$ cat src/rtl/alu_arbiter.sv
// rtl/alu_arbiter.sv - two-requester round-robin front end sharing one 16-bit ALU
//
// Purpose: accepts one operation at a time from requester A or B, executes
// it on a single shared combinational ALU and returns a tagged result
// through a valid/ready response port.
//
// Ports:
//   clk, rst                    clock, synchronous active-high reset
//   a_valid/a_ready/a_op/a_lhs/a_rhs   requester A operation channel
//   b_valid/b_ready/b_op/b_lhs/b_rhs   requester B operation channel
//   rsp_valid/rsp_ready         response handshake
//   rsp_id                      result owner (0 = A, 1 = B)
//   rsp_data                    16-bit result
//   busy                        high while an operation is in flight
//   ops_done                    wrapping count of delivered responses

module alu16 (
  input  logic [2:0]  op_i,
  input  logic [15:0] lhs_i,
  input  logic [15:0] rhs_i,
  output logic [15:0] res_o
);

  always_comb begin
    res_o = 16'h0000;
    case (op_i)
      3'b000:  res_o = 16'h0000;
      3'b001:  res_o = lhs_i + rhs_i;
      3'b010:  res_o = lhs_i - rhs_i;
      3'b011:  res_o = lhs_i & rhs_i;
      3'b100:  res_o = lhs_i | rhs_i;
      3'b101:  res_o = lhs_i ^ rhs_i;
      3'b110:  res_o = lhs_i;
      default: res_o = rhs_i;
    endcase
  end

endmodule

module alu_arbiter (
  input  logic        clk,
  input  logic        rst,
  input  logic        a_valid,
  output logic        a_ready,
  input  logic [2:0]  a_op,
  input  logic [15:0] a_lhs,
  input  logic [15:0] a_rhs,
  input  logic        b_valid,
  output logic        b_ready,
  input  logic [2:0]  b_op,
  input  logic [15:0] b_lhs,
  input  logic [15:0] b_rhs,
  output logic        rsp_valid,
  input  logic        rsp_ready,
  output logic        rsp_id,
  output logic [15:0] rsp_data,
  output logic        busy,
  output logic [15:0] ops_done
);

  typedef enum logic [1:0] {
    IDLE = 2'd0,
    EXEC = 2'd1,
    RESP = 2'd2
  } state_e;

  state_e      state_q, state_d;
  logic        last_q, last_d;          // requester served last: 0 = A, 1 = B
  logic [2:0]  op_q, op_d;
  logic [15:0] lhs_q, lhs_d;
  logic [15:0] rhs_q, rhs_d;
  logic        id_q, id_d;
  logic [15:0] rsp_data_q, rsp_data_d;
  logic        rsp_id_q, rsp_id_d;
  logic [15:0] ops_done_q, ops_done_d;

  logic        a_pick, b_pick;
  logic        a_hs, b_hs;
  logic [15:0] alu_res;

  // The shared ALU only ever sees the captured operands, so later changes
  // on the request inputs cannot disturb an operation in flight.
  alu16 u_alu (
    .op_i  (op_q),
    .lhs_i (lhs_q),
    .rhs_i (rhs_q),
    .res_o (alu_res)
  );

  // Round-robin pick: a lone requester always wins; under contention the
  // one not served last wins. Exactly one of a_pick/b_pick can be high.
  always_comb begin
    a_pick = a_valid && (!b_valid || last_q);
    b_pick = b_valid && (!a_valid || !last_q);
  end

  // Ready is gated by rst so nothing looks accepted during a reset cycle.
  always_comb begin
    a_ready = (state_q == IDLE) && !rst && a_pick;
    b_ready = (state_q == IDLE) && !rst && b_pick;
    a_hs    = a_valid && a_ready;
    b_hs    = b_valid && b_ready;
  end

  always_comb begin
    state_d    = state_q;
    last_d     = last_q;
    op_d       = op_q;
    lhs_d      = lhs_q;
    rhs_d      = rhs_q;
    id_d       = id_q;
    rsp_data_d = rsp_data_q;
    rsp_id_d   = rsp_id_q;
    ops_done_d = ops_done_q;

    unique case (state_q)
      IDLE: begin
        if (a_hs) begin
          op_d    = a_op;
          lhs_d   = a_lhs;
          rhs_d   = a_rhs;
          id_d    = 1'b0;
          last_d  = 1'b0;
          state_d = EXEC;
        end else if (b_hs) begin
          op_d    = b_op;
          lhs_d   = b_lhs;
          rhs_d   = b_rhs;
          id_d    = 1'b1;
          last_d  = 1'b1;
          state_d = EXEC;
        end
      end
      EXEC: begin
        rsp_data_d = alu_res;
        rsp_id_d   = id_q;
        state_d    = RESP;
      end
      RESP: begin
        // Returning to IDLE (rather than accepting here) keeps a one-cycle
        // gap between a response handshake and the next acceptance.
        if (rsp_ready) begin
          ops_done_d = ops_done_q + 16'd1;
          state_d    = IDLE;
        end
      end
      default: state_d = IDLE;
    endcase
  end

  always_ff @(posedge clk) begin
    if (rst) begin
      state_q    <= IDLE;
      last_q     <= 1'b1;
      op_q       <= 3'b000;
      lhs_q      <= 16'h0000;
      rhs_q      <= 16'h0000;
      id_q       <= 1'b0;
      rsp_data_q <= 16'h0000;
      rsp_id_q   <= 1'b0;
      ops_done_q <= 16'h0000;
    end else begin
      state_q    <= state_d;
      last_q     <= last_d;
      op_q       <= op_d;
      lhs_q      <= lhs_d;
      rhs_q      <= rhs_d;
      id_q       <= id_d;
      rsp_data_q <= rsp_data_d;
      rsp_id_q   <= rsp_id_d;
      ops_done_q <= ops_done_d;
    end
  end

  always_comb begin
    rsp_valid = (state_q == RESP);
    busy      = (state_q != IDLE);
    rsp_data  = rsp_data_q;
    rsp_id    = rsp_id_q;
    ops_done  = ops_done_q;
  end

endmodule

$ cat config.mk
export PLATFORM = sky130hd
export DESIGN_NAME = alu_arbiter
export DESIGN_NICKNAME = d
export VERILOG_FILES = /design/src/rtl/alu_arbiter.sv
export SDC_FILE = /design/constraint.sdc
export NUM_CORES = 1
export LEC_CHECK = 0
export ABC_AREA = 1
export CAP_MARGIN = 15
export CORE_ASPECT_RATIO = 0.8
export CORE_MARGIN = 10
export CORE_UTILIZATION = 38
export DETAILED_ROUTE_END_ITERATION = 7
export RECOVER_POWER = 50
export SYNTH_ARGS = -nofsm -noshare
export SYNTH_HDL_FRONTEND = slang
export SYNTH_HIERARCHICAL = 1
export SYNTH_SLANG_ARGS = --single-unit
$ cat constraint.sdc
create_clock -name clk -period 3 [get_ports clk]
set_input_delay 0.6 -clock clk [delete_from_list [all_inputs] [get_ports clk]]
set_output_delay 0.6 -clock clk [all_outputs]
set_load 0.03 [all_outputs]
* Yosys cells after proc, flatten, opt, wreduce, memory -nomap -nowiden
Index checks and enable logic that the tools add are counted.
** Storage, ports and cells
- Flip-flop bits (word level) :: 72
- Bits of input ports :: 75
- Output and inout port bits :: 37
- Logic and storage cells :: 58
** Cells by class
- Bitwise logic cells :: 3
- Equal/unequal tests :: 10
- Reduce and logical (&&, ||, !) cells :: 20
- Add/subtract/negate cells :: 3
- Mux-type cells :: 13
** Operators by type and width (number)
- $pmux W16 S7 :: 1
- $mux W16 :: 4
- $add A16 B1 Y16 const B :: 1
- $add A16 B16 Y16 :: 1
- $and A16 B16 Y16 :: 1
- $or A16 B16 Y16 :: 1
- $sub A16 B16 Y16 :: 1
- $xor A16 B16 Y16 :: 1
- $eq A3 B3 Y1 const B :: 3
- $logic_and A1 B1 Y1 :: 7
- $eq A3 B2 Y1 const B :: 2
- $mux W2 :: 3
- $mux W3 :: 2
- $pmux W2 S3 :: 1
- $reduce_and A2 Y1 :: 3
- $logic_not A1 Y1 :: 4
- $reduce_bool A2 Y1 :: 2
- $eq A3 B1 Y1 const B :: 1
- $logic_not A3 Y1 :: 1
- $ne A3 B3 Y1 const B :: 1
- $eq A2 B1 Y1 const B :: 1
- $eq A2 B2 Y1 const B :: 1
- $logic_not A2 Y1 :: 1
- $logic_or A1 B1 Y1 :: 2
- 2 further kinds :: 3

* Longest topological paths before layout
- Word-level depth :: 8
- Gate-level depth with buffers :: 21
- Depth with buffers taken out :: 21

* Cells and area by module
The synthesis kept the hierarchy.
** By module, submodules not included
- alu_arbiter :: cells each 490, area an instance 3447.1 µm², times used 1
- alu16 :: cells each 390, area an instance 2290.9 µm², times used 1

* Least setup slack after synthesis
OpenSTA, ideal clock, no wires.
- Kind :: flip-flop to flip-flop
- Start :: reg op_q[1]
- End :: reg rsp_data_q[7] (netlist: rsp_data[7])
- Data arrival time :: 2.457 ns
- Data required time :: 2.884 ns
- Path slack :: 0.427 ns
- Cell stages (with the launch flop) :: 19
- Cell sequence :: dfxtp_1 > inv_1 > nor2_2 > nand2_2 > buf_2 > nand2_1 > o21ai_1 > xor2_1 > inv_1 > ha_1 > nand2_1 > inv_1 > a21oi_1 > nand2_1 > or2_2 > nand3_1 > nand3_1 > nor2_1 > nor2_1
** On the way
- Word-level cells in the longest chain between the ends :: 2
** RTL lines
- from (decl) :: line 69 : logic [2:0] op_q, op_d;
- from (signal assigned) :: line 165 : op_q <= op_d;
- $eq A3 B3 Y1, or another cell as far along :: line 26 : case (op_i)
- $pmux W16 S7 (*) :: line 26
- via alu_res[7] :: line 79 : logic [15:0] alu_res;
- to (signal assigned) :: line 169 : rsp_data_q <= rsp_data_d;
- to (decl) :: line 73 : logic [15:0] rsp_data_q, rsp_data_d;
Mark *: on every way through the listed nets, which the timed path passes. The rest lies on a longest branch.
A chain may end at the register's enable or synchronous reset.

* Worst setup path in the final report
- Start :: reg rhs_q[1]
- End :: reg rsp_data_q[15] (netlist: rsp_data[15])
** On the way
- Word-level cells in the longest chain between the ends :: 2
** RTL lines
- from (decl) :: line 71 : logic [15:0] rhs_q, rhs_d;
- from (signal assigned) :: line 167 : rhs_q <= rhs_d;
- $sub A16 B16 Y16 or $add A16 B16 Y16 (tied branches) :: line 29, 28
- $pmux W16 S7 (*) :: line 26
- via alu_res[15] :: line 79
Marks and branches as above.

==> impl_metrics.toml <==
[clocking]
root_buffer = "clkbuf_16"
clk_path_buf_depth = 2
numCtsBuffers = 9
cts_tree = "done"
h-tree-depth = 3
clkSinkCount = 72
hold_buffers = 0
path_clk_slew_ns = 0.06
insertion_delay_ns = 0.34

[setup_path]
slowest_delay_ns = 0.33
crit_required_ns = 3.22
crit_slowest_cell = "dfxtp_1"
setup.worst_path.end_class = "flop"
crit_path_cell_trace = "inv_2 > ha_2 > nand4_1 > nor2_2 > nand4_1 > nand2_1 > xor2_1 > inv_1 > ha_4 > nand2_1 > inv_1 > nand2_1 > nor3_2 > nand2_1 > nand3_1 > nand2_1 > nand3_1 > nand3_1 > nor2_1 > nor2_1"
cp_common_cell = "nand2_1"
r2r_slack_ns = 0.20
reg2reg_from = "rhs_q[1]"
crit_fanout = 5
r2r_end = "rsp_data[15]"
crit_arrival_ns = 3.02
path_class = "reg -> reg"
worst-r2r-cell-count = 20
startpoint_type = "flop"

[synthesis]
synth-edff-count = 0
synth_commonest_cells = "nand2_1 (154), inv_1 (134), nand3_1 (110), nor2_1 (88), dfxtp_1 (72)"
synth_cell_types = 39
synth_area_um2 = 5740
yosysWarnings = 6
synthTopCellsByArea = "dfxtp_1 (25%), ha_1 (11%), nand2_1 (10%)"
ys.flop_type = "dfxtp_1"
synth_cells = 880
yosysMostFrequentCell = "nand2_1"
synth_top_area_cell = "dfxtp_1"
async_flop_share_pct = 0
synthDominantCellAreaShare_pct = 25.1
synth_nets = 1005
synth_seq_area_share_pct = 25.1
yosys_register_bits = 72
syn_area_per_cell_um2 = 6.52

[grt]
first_global_vias = 5397
grtUsageTotal_pct = 18.1
antenna_found_initial = 0
grt_overflow_total = 0
grt_pass1_wl_um = 29700
grt_max_degree = 72

[power]
p_sw_mw = 1.46
power_frac_clock_pct = 30.2
power_frac_comb_pct = 40.8
swShare_pct = 38.0
power.internal_mw = 2.38
total_power_mw = 3.84
p_per_area_nw_per_um2 = 516
p_leak_nw = 3.37
irDropWorstVdd_uv = 299
p_seq_share_pct = 28.9

[layout]
drive_above_1_share_pct = 8.27
fillers = 1534
multi_input_area_um2 = 3660
final_net_count = 1111
n_antenna_cell = 0
ff_latch_area_um2 = 1450
area_delta_synth_final_pct = 29.9
final_util_pct = 50.0

[floorplan]
dieArea_um2 = 20400
initial_core_util_pct = 38.5
rows = 40
core_area_um2 = 14900
chipHeight_um = 130
pin_count = 112
dieWidth_um = 157

[sta]
fin_crit_sh_pct = 93.2
hold_viol_final = 0
maxSlewViolCount = 0
min_period_ns = 2.80
postLayoutSetupSlackWorst_ns = 0.205
setup_viol = 0
fmax_ghz = 0.358
slew-limit-headroom_pct = 34.5
tightest_slew_ns = 0.982
rsz0062_at_grt = "yes"
skew_ns = 0.0141

[outcome]
status = "completed"

[worst_hold_path]
hp-start = "id_q"
holdCritPathClass = "reg -> reg"
hold_depth = 2
hold_end = "rsp_id"

[placement]
pre_cts_ws_ns = 0.155
portBuffers = 111
place_hpwl_um = 14400
gp_congestion = 0.993

[route]
num_vias = 5971
wirelength_um = 18800
drt_pass1_iterations = 5
wl_per_cell_um = 15.9
antenna_left = 0
drt_iter0_drc = 400
drc = 0
vias_per_cell = 5.06

[flow_run]
drv_cap = 0
==> worst max-delay path, delay by kind of cell, from the launching register on <==
family	cells	cell delay, ns
adders and majority gates	2	0.48
buffers and inverters	3	0.26
DFF	1	0.33
and+or+nand+nor	14	1.47
xor gates and xnor gates	1	0.15
==> sequential cells by signal, indices dropped and copies added (netlist names), 2 cells and up <==
register,flops
ops_done,16
lhs_q,16
rsp_data,16
rhs_q,16
op_q,3
state_q,2
==> kinds of logic after synthesis <==
kind of cell               Yosys count  synth area share, %
buffers and inverters              175                 12.1
and+or+nand+nor                    421                 34.3
xor gates and xnor gates            18                 2.75
adders and majority gates           50                 11.0
DFF                                 72                 25.1
AOI/OAI and AO/OA                  144                 14.7
==> stage by stage <==
| stage | TNS, ns | instance area, µm² | instances | hold slack [ns] |
|---|---|---|---|---|
| floorplan | 0 | 5740 | 880 | 0.455 |
| global placement | 0 | 7060 | 1163 | 0.471 |
| detailed placement | 0 | 7060 | 1163 | 0.478 |
| CTS | 0 | 7390 | 1179 | 0.494 |
| global route | -0.0660 | 7450 | 1180 | 0.523 |
| finish | 0 | 7450 | 1180 | 0.485 |
==> routing by layer <==
layer  share of wire (%)  GRT usage (%)  wire length, µm  up-vias
li1                    -              -                -     3098
met1                  53           27.9             9880     2681
met2                  40           24.5             7420      177
met3                 6.6           3.91             1240       15
met4                 1.3           3.90              241        0
met5                   0              0                0        -
==> cell type report <==
type,instances,share of cell area [%]
clock inverters,3,0.621
multi-input cells,633,49.1
flip-flops and latches,72,19.4
repair buffers,130,16.9
clock buffers,13,3.76
inverters,140,7.08
well taps,189,3.17
==> power groups by stage <==
stage | Clock, mW | Combinational [mW] | Sequential (mW)
after global routing | 1.23 | 1.75 | 1.12
after detailed placement | 0 | 1.49 | 1.13
final | 1.16 | 1.57 | 1.11
after CTS | 1.20 | 1.50 | 1.11
after floorplan | 0 | 0.991 | 1.16
after global placement | 0 | 1.49 | 1.13
==> repair_timing <==
item | 4_1_cts | 5_1_grt
gates resized for setup | 0 | 28
endpoints found under the setup margin | 0 | 8
buffers inserted | 0 | 1
==> cell usage in the layout (no fill, tap or decap), types with 5 or more instances in the layout <==
cell,count
ha_1,46
inv_2,8
inv_1,131
buf_4,19
dfxtp_1,69
o22ai_1,12
o21ai_2,5
or2_2,5
o211ai_1,6
dlygate4sd3_1,33
nand2_1,153
a21oi_1,60
xor2_1,15
a211oi_1,11
nand3b_1,39
clkbuf_16,9
clkdlybuf4s50_1,76
nand4_1,12
nand3_1,111
nor2_1,88
o21ai_0,30
==> how the worst max path moves through the flow <==
stage / endpoint / slack (ns) / cells after the start / start
6_report: rsp_data[15] / 0.20 / 20 / rhs_q[1]
2_1_floorplan: rsp_data[7] / 0.43 / 18 / op_q[1]
4_1_cts: rsp_data[15] / 0.13 / 18 / rhs_q[1]
5_1_grt: rsp_data[15] / -0.06 / 20 / rhs_q[1]
3_5_place_dp: rsp_data[15] / 0.16 / 18 / rhs_q[1]
3_3_place_gp: rsp_data[15] / 0.13 / 18 / rhs_q[1]
(Power assumes the default switching activity.)
